### src/rtl/set_pulse_generator.sv
// rtl/set_pulse_generator.sv - debounced, auto-repeating decrement pulses for chess clock setting; optional macro SET_AUTOREPEAT_EN
module set_pulse_generator #(
  parameter int DEBOUNCE_CYCLES = 500000,
  parameter int REPEAT_DELAY    = 25000000,
  parameter int REPEAT_PERIOD   = 5000000
) (
  input  logic CLK,
  input  logic CLR,
  input  logic CE,
  input  logic BTN_UNITS,
  input  logic BTN_TENS,
  output logic US_DECREMENT_IMPULSE,
  output logic TS_DECREMENT_IMPULSE,
  output logic PRESSED
);

  // Channel 0 is units, channel 1 is tens; units wins on coincident requests.
  localparam int NCH  = 2;
  localparam int DB_W = (DEBOUNCE_CYCLES > 2) ? $clog2(DEBOUNCE_CYCLES) : 1;
  localparam logic [DB_W-1:0] DB_LAST = DB_W'(DEBOUNCE_CYCLES - 1);

`ifdef SET_AUTOREPEAT_EN
  localparam int RPT_MAX = (REPEAT_DELAY > REPEAT_PERIOD) ? REPEAT_DELAY : REPEAT_PERIOD;
  localparam int RPT_W   = (RPT_MAX > 2) ? $clog2(RPT_MAX) : 1;
  localparam logic [RPT_W-1:0] DELAY_LOAD  = RPT_W'(REPEAT_DELAY - 1);
  localparam logic [RPT_W-1:0] PERIOD_LOAD = RPT_W'(REPEAT_PERIOD - 1);

  typedef enum logic [1:0] {
    ST_IDLE,
    ST_HOLD,
    ST_REPEAT
  } state_t;
`else
  typedef enum logic [1:0] {
    ST_IDLE,
    ST_PRESSED
  } state_t;
`endif

  // Reject configurations the counters cannot represent at elaboration time.
  if (DEBOUNCE_CYCLES < 2 || REPEAT_DELAY < 2 || REPEAT_PERIOD < 2) begin : g_param_check
    $error("set_pulse_generator: DEBOUNCE_CYCLES, REPEAT_DELAY and REPEAT_PERIOD must be >= 2");
  end

  logic [NCH-1:0]  raw_btn;
  logic [NCH-1:0]  sync_meta;
  logic [NCH-1:0]  sync_lvl;
  logic [DB_W-1:0] db_cnt      [NCH];
  logic [DB_W-1:0] db_cnt_next [NCH];
  logic [NCH-1:0]  db_state;
  logic [NCH-1:0]  db_next;
  logic [NCH-1:0]  db_rise;
  state_t          state       [NCH];
  state_t          state_next  [NCH];
  logic [NCH-1:0]  req;
  logic            ts_pending;
`ifdef SET_AUTOREPEAT_EN
  logic [RPT_W-1:0] rpt_cnt      [NCH];
  logic [RPT_W-1:0] rpt_cnt_next [NCH];
`endif

  assign raw_btn = {BTN_TENS, BTN_UNITS};

  // Two-flop synchroniser per button; runs regardless of CE.
  always_ff @(posedge CLK) begin
    if (!CLR) begin
      sync_meta <= '0;
      sync_lvl  <= '0;
    end else begin
      sync_meta <= raw_btn;
      sync_lvl  <= sync_meta;
    end
  end

  // Debounce: count consecutive disagreeing samples, flip the accepted level on the last one.
  always_comb begin
    for (int i = 0; i < NCH; i++) begin
      db_next[i]     = db_state[i];
      db_cnt_next[i] = '0;
      if (sync_lvl[i] != db_state[i]) begin
        if (db_cnt[i] == DB_LAST) begin
          db_next[i] = sync_lvl[i];
        end else begin
          db_cnt_next[i] = db_cnt[i] + DB_W'(1);
        end
      end
    end
  end

  // The FSM reacts to the edge being accepted now, so the first pulse lines up with the level change.
  assign db_rise = db_next & ~db_state;

  // Debounce state registers.
  always_ff @(posedge CLK) begin
    if (!CLR) begin
      db_state <= '0;
      for (int i = 0; i < NCH; i++) begin
        db_cnt[i] <= '0;
      end
    end else begin
      db_state <= db_next;
      for (int i = 0; i < NCH; i++) begin
        db_cnt[i] <= db_cnt_next[i];
      end
    end
  end

`ifdef SET_AUTOREPEAT_EN
  // Per-channel press/hold/repeat decisions; CE low parks everything in IDLE.
  always_comb begin
    for (int i = 0; i < NCH; i++) begin
      state_next[i]   = state[i];
      rpt_cnt_next[i] = rpt_cnt[i];
      req[i]          = 1'b0;
      if (!CE) begin
        state_next[i]   = ST_IDLE;
        rpt_cnt_next[i] = '0;
      end else begin
        case (state[i])
          ST_IDLE: begin
            if (db_rise[i]) begin
              req[i]          = 1'b1;
              rpt_cnt_next[i] = DELAY_LOAD;
              state_next[i]   = ST_HOLD;
            end
          end
          ST_HOLD, ST_REPEAT: begin
            if (!db_state[i]) begin
              state_next[i]   = ST_IDLE;
              rpt_cnt_next[i] = '0;
            end else if (rpt_cnt[i] == '0) begin
              req[i]          = 1'b1;
              rpt_cnt_next[i] = PERIOD_LOAD;
              state_next[i]   = ST_REPEAT;
            end else begin
              rpt_cnt_next[i] = rpt_cnt[i] - RPT_W'(1);
            end
          end
          default: begin
            state_next[i]   = ST_IDLE;
            rpt_cnt_next[i] = '0;
          end
        endcase
      end
    end
  end

  // FSM and repeat counter registers.
  always_ff @(posedge CLK) begin
    if (!CLR) begin
      for (int i = 0; i < NCH; i++) begin
        state[i]   <= ST_IDLE;
        rpt_cnt[i] <= '0;
      end
    end else begin
      for (int i = 0; i < NCH; i++) begin
        state[i]   <= state_next[i];
        rpt_cnt[i] <= rpt_cnt_next[i];
      end
    end
  end
`else
  // Per-channel single-shot decisions: one pulse per accepted press, re-armed by release.
  always_comb begin
    for (int i = 0; i < NCH; i++) begin
      state_next[i] = state[i];
      req[i]        = 1'b0;
      if (!CE) begin
        state_next[i] = ST_IDLE;
      end else begin
        case (state[i])
          ST_IDLE: begin
            if (db_rise[i]) begin
              req[i]        = 1'b1;
              state_next[i] = ST_PRESSED;
            end
          end
          ST_PRESSED: begin
            if (!db_state[i]) begin
              state_next[i] = ST_IDLE;
            end
          end
          default: state_next[i] = ST_IDLE;
        endcase
      end
    end
  end

  // FSM state registers.
  always_ff @(posedge CLK) begin
    if (!CLR) begin
      for (int i = 0; i < NCH; i++) begin
        state[i] <= ST_IDLE;
      end
    end else begin
      for (int i = 0; i < NCH; i++) begin
        state[i] <= state_next[i];
      end
    end
  end
`endif

  // Registered outputs; a tens request colliding with units slips one cycle via ts_pending.
  always_ff @(posedge CLK) begin
    if (!CLR) begin
      US_DECREMENT_IMPULSE <= 1'b0;
      TS_DECREMENT_IMPULSE <= 1'b0;
      ts_pending           <= 1'b0;
      PRESSED              <= 1'b0;
    end else begin
      US_DECREMENT_IMPULSE <= req[0];
      TS_DECREMENT_IMPULSE <= CE & (ts_pending | (req[1] & ~req[0]));
      ts_pending           <= CE & req[1] & req[0];
      PRESSED              <= |db_next;
    end
  end

endmodule

### config.mk
export PLATFORM = sky130hd
export DESIGN_NAME = set_pulse_generator
export DESIGN_NICKNAME = d
export VERILOG_FILES = /design/src/rtl/set_pulse_generator.sv
export SDC_FILE = /design/constraint.sdc
export NUM_CORES = 1
export LEC_CHECK = 0
export CORE_MARGIN = 1
export CORE_UTILIZATION = 51
export DETAILED_ROUTE_END_ITERATION = 12
export PLACE_DENSITY_LB_ADDON = 0.12
export SYNTH_ARGS = -nofsm -noshare
export SYNTH_HDL_FRONTEND = slang
export SYNTH_SLANG_ARGS = --single-unit
### constraint.sdc
create_clock -name CLK -period 3.7 [get_ports CLK]
set_clock_uncertainty 0.2 [all_clocks]
set_input_delay 0.37 -clock CLK [delete_from_list [all_inputs] [get_ports CLK]]
set_output_delay 0.37 -clock CLK [all_outputs]
set_load 0.005 [all_outputs]
; ---- Word level (Yosys, flattened, before mapping)
; Memory sizes are Yosys's and may differ from the RTL's.
; Cells that the tools add are included.
[totals]
mem_count = 2
in_bits = 5
ram_bits = 42
reg_bits = 10
[mem_list]
columns = memory, depth, word_bits, read_ports, rd_clocked_by_memory_dff, write_ports, line_no
row1 = db_cnt, 2, 19, 2, 0, 2, 48  ; logic [DB_W-1:0] db_cnt [NCH];
row2 = state, 2, 2, 2, 0, 2, 53  ; state_t state [NCH];
[op_classes]
muxes = 28
eq_ne = 6
reduce_logical = 3
add_sub_neg = 2
n_bitwise = 12
[ops]
columns = operator, count
row1 = two-way mux 19 bit, 6
row2 = "adder 19 x 1 -> 19 bit, second input constant", 2
row3 = "equality test 19 bit, second input constant", 2
row4 = two-way mux 2 bit, 8
row5 = two-way mux 1 bit, 12
row6 = one-hot mux 2 bit (2 select lines), 2
row7 = OR 1 bit, 5
row8 = AND 1 bit, 4
row9 = "equality test 2 x 1 -> 1 bit, second input constant", 2
row10 = zero test 2 bit, 2
row11 = AND 2 bit, 1
row12 = inequality test 1 bit, 2
row13 = NOT 2 bit, 1
row14 = OR reduction 2 bit, 1
row15 = NOT 1 bit, 1

; ---- Longest topological paths before layout
[logic_depth]
depth_word = 11
mapped_depth = 8
depth_no_buf = 6

; ---- Worst setup path before layout
; OpenSTA, ideal clock, no wires.
[synth_timing]
kind = register to register
startpoint = mem db_cnt[0][0] in the netlist's numbering
endpoint = mem db_cnt[0][10] in the netlist's numbering
setup_time_ns = 0.115
path_stages_with_launch = 9
synth_period_minus_slack_ns = 1.965
path_slack_ns = 1.735
t_required_ns = 3.385
arrival_ns = 1.651
cell_sequence = dfxtp_1 > ha_1 > and4_1 > nand4_1 > nor4b_2 > or2_1 > buf_4 > buf_6 > nor2_1
[synth_lines]
columns = element, line_no
row1 = from (decl), 48

==> run_results.csv <==
group,metric,value,unit
grt,antenna_found_initial,0,
timing,worst_pin_slew,717,ps
critical_path,r2r_slack,1330,ps
route,via_per_inst,5.27,
pwr,vdd_ir_drop_max,0.000303,V
min_path,holdPathStages,1,
clock_network,post-cts-setup-buffers,0,
die,dieArea,4400,um2
yosys,synth.top_cell.area_share,47.4,%
clock_network,clkSlewWorstSetupHoldPaths,90,ps
critical_path,reg2reg_to,"db_cnt[0][5]$_SDFF_PP0_",
critical_path,cp_slowest_cell,"or2_1",
pwr,p_leak,0.738,nW
grt,grt_overflow,0,
critical_path,path_delay_family,"simple AND/OR/NAND/NOR gates",
timing,fmax,0.422,GHz
min_path,holdCritStartpoint,"sync_meta[0]$_SDFF_PN0_",
yosys,async_reset_ff_share,0,%
critical_path,worstPathCellList,"ha_1, and4_1, nand4_1, nor4b_2, or2_1, nor2_1",
place,port_buffers,7,
timing,fin_crit,2370,ps
status,status,"finished, final reports clean",
yosys,syn-cell-area,2110,um2
final_layout,n_antenna_cell,0,
route,drtAntennaViolNets,0,
timing,post-route-period-util,64.0,%
clock_network,cts_made_buffers,5,
yosys,synth_nets,238,
critical_path,reg2reg_depth,6,
final_layout,fillCellCount,365,
clock_network,postCtsResizedCells,0,
yosys,avgSynthCellArea,9.14,um2
yosys,ys_types,35,
yosys,synthTopCellsByArea,"dfxtp_1 (47%), xor2_1 (7.9%), nor2_1 (7.6%), xnor2_1 (6.2%), nand3_1 (4.5%)",
yosys,synth.largest_area_cell,"dfxtp_1",
die,dieHeight,66.3,um
yosys,synthCells,231,
clock_network,clk_latency,310,ps
yosys,synth_warnings,0,
clock_network,tritoncts,"done",
clock_network,clockRootBuffer,"clkbuf_8",
place,place_area,2210,um2
timing,rsz0062_at_grt,"no",
route,drtIter0Drc,87,
pwr,total_power,0.872,mW
die,placementRows,23,
route,num_vias,1540,
yosys,yosysMostFrequentCell,"dfxtp_1",
min_path,hold_path_class,"flip-flop to flip-flop",
route,totalWireLength,3460,um
final_layout,fin_area,2300,um2
critical_path,worstSetupStartpointType,"flip-flop",
critical_path,cp_num_buf_inv,0,
critical_path,timing.rr.start,"db_cnt[0][0]$_SDFF_PP0_",
critical_path,worst-setup-path-type,"flip-flop to flip-flop",
final_layout,fin_util,57.4,%
die,dieWidth,66.3,um
route,wl_per_cell,11.8,um
route,post-route-drc-count,0,
grt,grt_pass1_vias,1320,
timing,finalSetupTns,0,ps
timing,max-slew-margin-rel,51.8,%
final_layout,nets,248,
clock_network,cts.htree.levels,2,
min_path,holdPathEnd,"sync_lvl[0]$_SDFF_PN0_",
timing,setup_viol,0,
route,drt_first_pass_iters,4,
final_layout,area_delta_synth_final,8.77,%
critical_path,cp.required,3680,ps
yosys,ys_seq_area_share,47.4,%
die,core_area,4000,um2
timing,maxSlewViolCount,0,
yosys,synth_ff_type,"dfxtp_1",
grt,grt_pass1_wl,5850,um
die,start_util,52.8,%
final_layout,drive_above_1_share,4.96,%
clock_network,cts.sinks,50,
yosys,ys_top_cells_by_count,"dfxtp_1 (50), nor2_1 (43), nand3_1 (19), xor2_1 (19), nand2_1 (17)",
critical_path,cp.arrival,2350,ps
die,io_pins,8,
critical_path,critPathCaptureType,"flip-flop",
yosys,synth-edff-count,0,
clock_network,cts_buffer_depth,2,
critical_path,slowest_delay,530,ps
job,maxCapViolCount,0,
yosys,synth_seq_cells,50,
place,hpwl,2450,um
pwr,p_per_area,380,nW/um2
grt,track_usage,17.7,%
timing,final_hold_viol_count,0,
clock_network,ctsHoldBuffers,0,
grt,grt_max_degree,20,
place,gp_congestion,0.802,
critical_path,path_max_fanout,17,
==> placed cells by master (no fill, tap or decap) <==
master and instances:
and4_1 3, and4bb_2 1, nor4bb_1 1, nand3_1 19, mux2i_1 2, or3_1 2
nand4b_1 1, or4_1 2, xor2_1 19, ha_1 2, nand2_1 17, nor4_2 1
nor2_1 43, and3_1 3, nor4_1 3, clkdlybuf4s50_1 7, a21oi_1 4, nor4b_2 1
clkinvlp_4 1, nor3_1 7, a21boi_1 1, clkinv_2 1, nor2b_1 2, clkbuf_8 5
clkinv_4 1, nand3_4 1, xnor2_1 15, inv_1 5, o21ba_1 1, nand4_1 8
and2_1 4, or2_1 1, nor3b_1 4, dfxtp_1 50, or4bb_1 1, o21ai_0 3
==> state kept, by name, indices dropped and copies added (netlist names) <==
register and cells:
db_cnt 38, db_state 2, state 2, sync_lvl 2, sync_meta 2, PRESSED 1
TS_DECREMENT_IMPULSE 1, US_DECREMENT_IMPULSE 1, ts_pending 1
==> stage by stage <==
step           setup slack (ps)  std cells  hold slack, ps
6_report                   1330        292             239
4_1_cts                    1310        292             246
5_1_grt                    1060        292             256
3_5_place_dp               1330        284             221
2_1_floorplan              1730        231             212
3_3_place_gp               1460        284             213
==> routing by layer <==
metal	up-vias	track usage (%)	wire, um
met5	-	0	0
met4	0	7.18	65
met3	6	5.17	90
met2	12	26.0	1500
met1	717	24.1	1800
li1	805	-	-
==> worst max-delay path by stage <==
stage	startpoint	end	slack, ps	cells past startpoint
6_report	db_cnt[0][0]$_SDFF_PP0_	db_cnt[0][5]$_SDFF_PP0_	1330	6
5_1_grt	db_cnt[0][0]$_SDFF_PP0_	db_cnt[0][5]$_SDFF_PP0_	1060	6
4_1_cts	db_cnt[0][0]$_SDFF_PP0_	db_cnt[0][17]$_SDFF_PP0_	1310	6
3_5_place_dp	db_cnt[0][0]$_SDFF_PP0_	db_cnt[0][10]$_SDFF_PP0_	1330	6
3_3_place_gp	db_cnt[0][0]$_SDFF_PP0_	db_cnt[0][10]$_SDFF_PP0_	1460	6
2_1_floorplan	db_cnt[0][0]$_SDFF_PP0_	db_cnt[0][10]$_SDFF_PP0_	1730	8
==> area by class of cell <==
class                           instances  area [um2]  share of cell area, %
Clock buffer                            5        68.8                   3.00
Multi-Input combinational cell        172        1050                   45.9
Tap cell                               50        62.6                   2.72
Sequential cell                        50        1000                   43.6
Timing Repair Buffer                    7        70.1                   3.05
Clock inverter                          3        21.3                  0.926
Inverter                                5        18.8                  0.817
==> power by group <==
group / switching [mW] / internal (mW) / leakage [nW]
logic: 0.00708 / 0.00691 / 0.291
clock network: 0.183 / 0.133 / 0.0441
registers: 0.00151 / 0.540 / 0.404
total: 0.192 / 0.680 / 0.738
==> cell families (layout without fill, tap and decap cells) <==
logic type / Yosys count / after routing / share of synthesized area, %
compound gates: 9 / 9 / 2.49
xor+xnor: 34 / 34 / 14.1
fa+ha+maj: 2 / 2 / 1.19
buf+inv: 9 / 20 / 2.67
flops: 50 / 50 / 47.4
mux: 2 / 2 / 0.948
simple gates: 125 / 125 / 31.2
Power figures use the tool's default switching activity.
